File: src/rtl/display_pkg.sv
// rtl/display_pkg.sv - shared defaults and constants for the multiplexed 7-segment scanner
package display_pkg;

    localparam int DEF_SEG_W        = 7;
    localparam int DEF_CLK_DIV      = 1350;
    localparam int DEF_BLANK_CYC    = 16;
    localparam int DEF_BLINK_FRAMES = 64;

    // Logical (polarity-free) pattern with every segment off.
    localparam logic [DEF_SEG_W-1:0] BLANK_PATTERN = '0;

endpackage

File: src/rtl/scan_timer.sv
// rtl/scan_timer.sv - slot counter and digit index for the display scanner
//
// Ports:
//   clk, rst    rising-edge clock, asynchronous active-high reset
//   run         1 = count; 0 = hold cnt and idx cleared
//   cnt         cycle position inside the current digit slot (0..CLK_DIV-1)
//   idx         digit currently being scanned (0..NUM_DIGITS-1)
//   slot_end    cnt is on the last cycle of its slot
//   frame_wrap  last cycle of the last digit slot (idx wraps to 0 next)
module scan_timer #(
    parameter  int NUM_DIGITS = 8,
    parameter  int CLK_DIV    = 1350,
    localparam int CW         = $clog2(CLK_DIV),
    localparam int IW         = $clog2(NUM_DIGITS)
) (
    input  logic          clk,
    input  logic          rst,
    input  logic          run,
    output logic [CW-1:0] cnt,
    output logic [IW-1:0] idx,
    output logic          slot_end,
    output logic          frame_wrap
);

    assign slot_end   = (cnt == CW'(CLK_DIV - 1));
    assign frame_wrap = slot_end && (idx == IW'(NUM_DIGITS - 1));

    always_ff @(posedge clk or posedge rst) begin
        if (rst) begin
            cnt <= '0;
            idx <= '0;
        end else if (!run) begin
            cnt <= '0;
            idx <= '0;
        end else if (slot_end) begin
            cnt <= '0;
            idx <= frame_wrap ? '0 : idx + 1'b1;
        end else begin
            cnt <= cnt + 1'b1;
        end
    end

endmodule

File: src/rtl/display_scan.sv
// rtl/display_scan.sv - multiplexed 7-segment display scanner with PWM brightness and blink
//
// Ports:
//   clk, rst     rising-edge clock, asynchronous active-high reset
//   enable       1 = scan runs, 0 = display dark and scan state cleared
//   digits_in    packed segment patterns, digit 0 in the top SEG_W bits, 1 = lit
//   blink_mask   bit i = 1 makes digit i blink
//   brightness   0 = off .. 15 = full on-time within each slot
//   seg_out      registered segment drive (polarity from SEG_ACT_LOW)
//   sel_out      registered one-hot-or-zero digit select (polarity from SEL_ACT_LOW)
//   frame_tick   one-cycle pulse as each frame starts
//   led_on       registered copy of enable
module display_scan
    import display_pkg::*;
#(
    parameter int NUM_DIGITS   = 8,
    parameter int SEG_W        = DEF_SEG_W,
    parameter int CLK_DIV      = DEF_CLK_DIV,
    parameter int BLANK_CYC    = DEF_BLANK_CYC,
    parameter int BLINK_FRAMES = DEF_BLINK_FRAMES,
    parameter bit SEG_ACT_LOW  = 1'b1,
    parameter bit SEL_ACT_LOW  = 1'b0
) (
    input  logic                        clk,
    input  logic                        rst,
    input  logic                        enable,
    input  logic [NUM_DIGITS*SEG_W-1:0] digits_in,
    input  logic [NUM_DIGITS-1:0]       blink_mask,
    input  logic [3:0]                  brightness,
    output logic [SEG_W-1:0]            seg_out,
    output logic [NUM_DIGITS-1:0]       sel_out,
    output logic                        frame_tick,
    output logic                        led_on
);

    localparam int CW = $clog2(CLK_DIV);
    localparam int IW = $clog2(NUM_DIGITS);
    localparam int FW = (BLINK_FRAMES > 1) ? $clog2(BLINK_FRAMES) : 1;

    localparam logic [31:0] STEP_U  = 32'((CLK_DIV - BLANK_CYC) / 15);
    localparam logic [31:0] BLANK_U = 32'(BLANK_CYC);

    // XOR masks that turn logical (1 = on) values into pin polarity.
    localparam logic [SEG_W-1:0]      SEG_POL   = {SEG_W{SEG_ACT_LOW}};
    localparam logic [NUM_DIGITS-1:0] SEL_POL   = {NUM_DIGITS{SEL_ACT_LOW}};
    localparam logic [SEG_W-1:0]      SEG_BLANK = SEG_W'(BLANK_PATTERN);

    logic [CW-1:0] cnt;
    logic [IW-1:0] idx;
    logic          slot_end;
    logic          frame_wrap;

    logic                        run;
    logic                        start;
    logic                        frame_end;
    logic                        load;
    logic [NUM_DIGITS*SEG_W-1:0] digits_sh;
    logic [NUM_DIGITS-1:0]       mask_sh;
    logic [FW-1:0]               frame_cnt;
    logic                        blink_phase;

    logic [SEG_W-1:0]      pat_arr [NUM_DIGITS];
    logic [SEG_W-1:0]      pat;
    logic [NUM_DIGITS-1:0] onehot;
    logic [31:0]           cnt_u;
    logic [31:0]           on_end;
    logic                  lit;

    // led_on doubles as the registered enable: the first enabled cycle
    // (led_on still 0) reloads the shadows and holds cnt at 0, so the
    // following cycle is cnt=0 of digit 0 with fresh patterns.
    assign run       = enable && led_on;
    assign start     = enable && !led_on;
    assign frame_end = run && slot_end && frame_wrap;
    assign load      = start || frame_end;

    scan_timer #(
        .NUM_DIGITS (NUM_DIGITS),
        .CLK_DIV    (CLK_DIV)
    ) u_timer (
        .clk        (clk),
        .rst        (rst),
        .run        (run),
        .cnt        (cnt),
        .idx        (idx),
        .slot_end   (slot_end),
        .frame_wrap (frame_wrap)
    );

    for (genvar i = 0; i < NUM_DIGITS; i++) begin : g_unpack
        assign pat_arr[i] = digits_sh[(NUM_DIGITS-i)*SEG_W-1 -: SEG_W];
    end

    always_comb begin
        pat    = pat_arr[idx];
        onehot = NUM_DIGITS'(1) << idx;
        cnt_u  = 32'(cnt);
        on_end = BLANK_U + STEP_U * {28'd0, brightness};
        // Full brightness runs to the end of the slot even when STEP*15
        // falls short of CLK_DIV-BLANK_CYC due to integer division.
        lit    = run
              && (cnt_u >= BLANK_U)
              && ((brightness == 4'd15) || (cnt_u < on_end))
              && !(blink_phase && mask_sh[idx]);
    end

    always_ff @(posedge clk or posedge rst) begin
        if (rst) begin
            digits_sh   <= '0;
            mask_sh     <= '0;
            frame_cnt   <= '0;
            blink_phase <= 1'b0;
            frame_tick  <= 1'b0;
            led_on      <= 1'b0;
            seg_out     <= SEG_BLANK ^ SEG_POL;
            sel_out     <= SEL_POL;
        end else begin
            led_on     <= enable;
            frame_tick <= load;
            if (load) begin
                digits_sh <= digits_in;
                mask_sh   <= blink_mask;
            end
            if (!enable) begin
                frame_cnt   <= '0;
                blink_phase <= 1'b0;
            end else if (frame_end) begin
                if (frame_cnt == FW'(BLINK_FRAMES - 1)) begin
                    frame_cnt   <= '0;
                    blink_phase <= !blink_phase;
                end else begin
                    frame_cnt <= frame_cnt + 1'b1;
                end
            end
            seg_out <= (lit ? pat : SEG_BLANK) ^ SEG_POL;
            sel_out <= (lit ? onehot : '0) ^ SEL_POL;
        end
    end

endmodule
File: config.mk
export PLATFORM = sky130hd
export DESIGN_NAME = display_scan
export DESIGN_NICKNAME = d
export VERILOG_FILES = /design/src/rtl/display_pkg.sv /design/src/rtl/scan_timer.sv /design/src/rtl/display_scan.sv
export SDC_FILE = /design/constraint.sdc
export NUM_CORES = 1
export LEC_CHECK = 0
export CAP_MARGIN = 20
export CORE_ASPECT_RATIO = 0.6
export CORE_MARGIN = 2
export CORE_UTILIZATION = 50
export DETAILED_ROUTE_END_ITERATION = 16
export PLACE_DENSITY_LB_ADDON = 0.12
export SLEW_MARGIN = 0
export SYNTH_ARGS = -nofsm -noshare
export SYNTH_HDL_FRONTEND = slang
export SYNTH_HIERARCHICAL = 1
export SYNTH_SLANG_ARGS = --single-unit
File: constraint.sdc
create_clock -name clk -period 9.85 [get_ports clk]
set_clock_uncertainty 0.2 [all_clocks]
set_input_delay 2.955 -clock clk [delete_from_list [all_inputs] [get_ports clk]]
set_output_delay 2.955 -clock clk [all_outputs]
set_load 0.02 [all_outputs]
==> results.md <==
* Worst EP arrival at 7230 ps
* Setup CP Type: input pin to register
* Peak VDD IR at 0.00008483 V
* Port buffer count at 87
* Worst Hold Class: register to register
* Via count at 3491
* Distinct cells, synth at 56
* WP data required at 9910 ps
* Cell Area, Synth at 5248 µm²
* Slew Limit Fails at 0
* Minimum clock period at 7173 ps
* Pin count of the biggest net entering global routing at 64
* Die area at 11360 µm²
* Gr usage total at 20.41%
* Mean Syn Cell Area at 13.18 µm²
* Yosys warning total at 6
* CTS tree: done
* Layout cell share with drive strength beyond 1 at 25.87%
* Top delay family on crit path: adder cells
* Synth area leader: dfrtp_1
* 1st-iter DRT viols at 187
* Final period util at 72.82%
* Leakage Power at 2.668 nW
* R2R Path End: digits_sh[11]
* Reg-to-Reg Start: u_timer/idx[1]
* Nets at 578
* Die Wd at 136.3 µm
* Max incr delay on CP at 540 ps
* Longest Clk Path Bufs at 2
* Drt drc at 0
* Critical Path Fanout Max at 13
* First-pass DRT Iterations at 5
* Hold Path Origin: mask_sh[6]
* Crit-path cells: clkdlybuf4s50_1, ha_1, inv_1, fa_1, inv_1, ha_1, xor2_1, and2_1, mux2i_1, a311oi_1, a211oi_1, ha_1, a211o_1, a41oi_1, a311oi_2, buf_4, or3_1
* Post-CTS Resized at 0
* Top FF cell, synth: dfrtp_1
* Grt total ovfl at 0
* Post-synth top area share at 45.30%
* Avg WL per Cell at 17.50 µm
* Final Power at 1.000 mW
* Setup violators final at 0
* Inserted Diodes at 0
* Synth-to-layout area growth at 24.49%
* Worst path bufs/invs at 4
* I/O pins at 88
* Register-to-register setup slack at 6470 ps
* Number of fill cells at 732
* Cell at the root of the clock tree: clkbuf_16
* Worst-Margin Slew at 975.8 ps
* Hold EP: mask_sh[6]
* Seq/Total Area, Yosys at 48.81%
* Max Freq at 0.1394 GHz
* Synth top cells by count: 95 x dfrtp_1, 64 x mux2_2, 24 x ha_1
* Final hold viol count at 0
* RD Place Congestion at 0.8366
* Worst-skew pair later-pin latency at 340 ps
* CTS clk-pin slew, worst paths at 70 ps
* Clock sinks at 102
* Unrepaired setup endpoints after global routing: no
* Syn Nets at 494
* Hold buffer count at cts at 0
* R2R depth at 8
* Core Area at 10020 µm²
* CP endpoint kind: register
* Routed WL at 10.89 mm
* Post-synth ARST share at 100.0%
* Count leader, synth: dfrtp_1
* Slowest library cell on the worst path: fa_1
* Via density at 5.613
* Post-CTS setup buffer count at 0
* CTS Buf Count at 9
* Cells after Synth at 398
* Detailed placement HPWL at 8.106 mm
* Power per cell area at 153.1 nW/µm²
* Hold-critical path depth at 1
* Row cnt at 28
* Die Y at 83.36 µm
* Ranking of synthesized cells by area: dfrtp_1 45%, mux2_2 14%, mux4_2 6.4%, ha_1 5.7%, dfstp_2 3.5%
* Clock H-tree levels at 3
* Slew Limit Headroom at 34.94%
* Fin Setup TNS at 0 ps
* Post-synth EDFFs at 0
* Post-detailed-route count of antenna-violating nets at 0
* Antenna violations before repair at 0
* Cell mode on critical path: ha_1
* Outcome: complete, no violations
* Starting density of the core at 52.37%
* First-pass GRT wire length at 17.74 mm
* Yosys reg bits at 102
* Startpoint Class: input pin
* Vias in the first global route at 3346
* Maxcap violations at 0
[cell type report]
| type | instances | area (µm²) | share of cell area, % |
|---|---|---|---|
| timing repair buffer | 91 | 900.9 | 13.79 |
| clock inverter | 6 | 70.07 | 1.073 |
| tap | 135 | 168.9 | 2.586 |
| sequential | 102 | 2561 | 39.21 |
| inverter | 15 | 57.56 | 0.8811 |
| multi-input combinational | 263 | 2535 | 38.80 |
| clock buffer | 10 | 239.0 | 3.658 |
[registers in the layout, indices dropped and copies added, names as in the netlist]
register and cells:
blink_phase 1, digits_sh 56, frame_cnt 6, frame_tick 1
led_on 1, mask_sh 8, seg_out 7, sel_out 8
u_timer/cnt 11, u_timer/idx 3
[metrics by stage]
step                cells  setup WS, ps  instance area (µm²)  utilization, %  hold slack (ps)
floorplan             398          3213                 5248               -            270.4
global placement      605          2390                 6216           62.04            280.7
detailed placement    605          2176                 6216           62.04            288.9
CTS                   621          2577                 6525           65.12            303.2
global route          622          2433                 6533           65.20            325.8
finish                622          2677                 6533           65.20            302.9
[worst register-to-register path: stages, from the launching register on]
cell	delay, ps
dfrtp_1	750
ha_1	390
ha_1	220
and2_1	190
nand2_1	80
nand2_1	60
nand2_2	390
buf_4	580
mux2_2	420
[cells by family (layout without fill, tap and decap cells)]
family | after synthesis | count (layout) | synth area share (%)
DFF | 102 | 102 | 48.81
muxes | 93 | 93 | 23.15
and+or+nand+nor | 90 | 90 | 10.54
AOI/OAI and AO/OA | 43 | 43 | 6.462
buffers and inverters | 33 | 122 | 2.933
adders and majority gates | 25 | 25 | 6.104
xor gates and xnor gates | 12 | 12 | 2.003
[layer usage]
| layer | track usage, % | part of all wire [%] | vias up |
|---|---|---|---|
| met4 | 3.693 | 0.73 | 0 |
| met5 | 0 | 0 | - |
| met1 | 32.42 | 52 | 1738 |
| li1 | - | - | 1647 |
| met2 | 27.78 | 42 | 94 |
| met3 | 5.800 | 6.1 | 12 |
[layout by cell type, fill, tap and decap left out, types with 2 or more instances in the layout]
master,instances
dfrtp_1,95
clkdlybuf4s50_1,87
mux2_2,64
ha_1,24
nand2_1,20
mux4_2,15
inv_1,14
mux2i_1,13
a21oi_1,12
or3_1,11
nor2_1,10
nand3_1,9
clkbuf_16,9
o21ai_0,7
dfstp_2,7
xnor2_1,6
xor2_1,6
nor4_1,4
nor3_1,4
nor4b_2,4
o31ai_1,4
buf_4,4
and2_1,3
nand2b_1,3
o22ai_1,3
nand4_1,3
or4_1,3
o31ai_4,2
o211ai_2,2
and3_1,2
a211oi_1,2
o21ai_1,2
nor3b_1,2
clkinv_2,2
clkinvlp_4,2
[how the worst max path moves through the flow]
| stage | startpoint | cells past startpoint | to |
|---|---|---|---|
| floorplan | brightness[2] | 16 | seg_out[4] |
| global placement | brightness[2] | 16 | sel_out[4] |
| detailed placement | brightness[2] | 16 | sel_out[4] |
| CTS | brightness[2] | 16 | sel_out[4] |
| global route | brightness[2] | 17 | seg_out[2] |
| finish | brightness[3] | 17 | seg_out[1] |
[report_power, final]
part           internal, mW  switching [mW]  total, mW
Clock                 0.205           0.154      0.359
Combinational        0.0945          0.0678      0.162
Sequential            0.459          0.0205      0.479
Total                 0.759           0.242       1.00
Power figures use the tool's default switching activity.
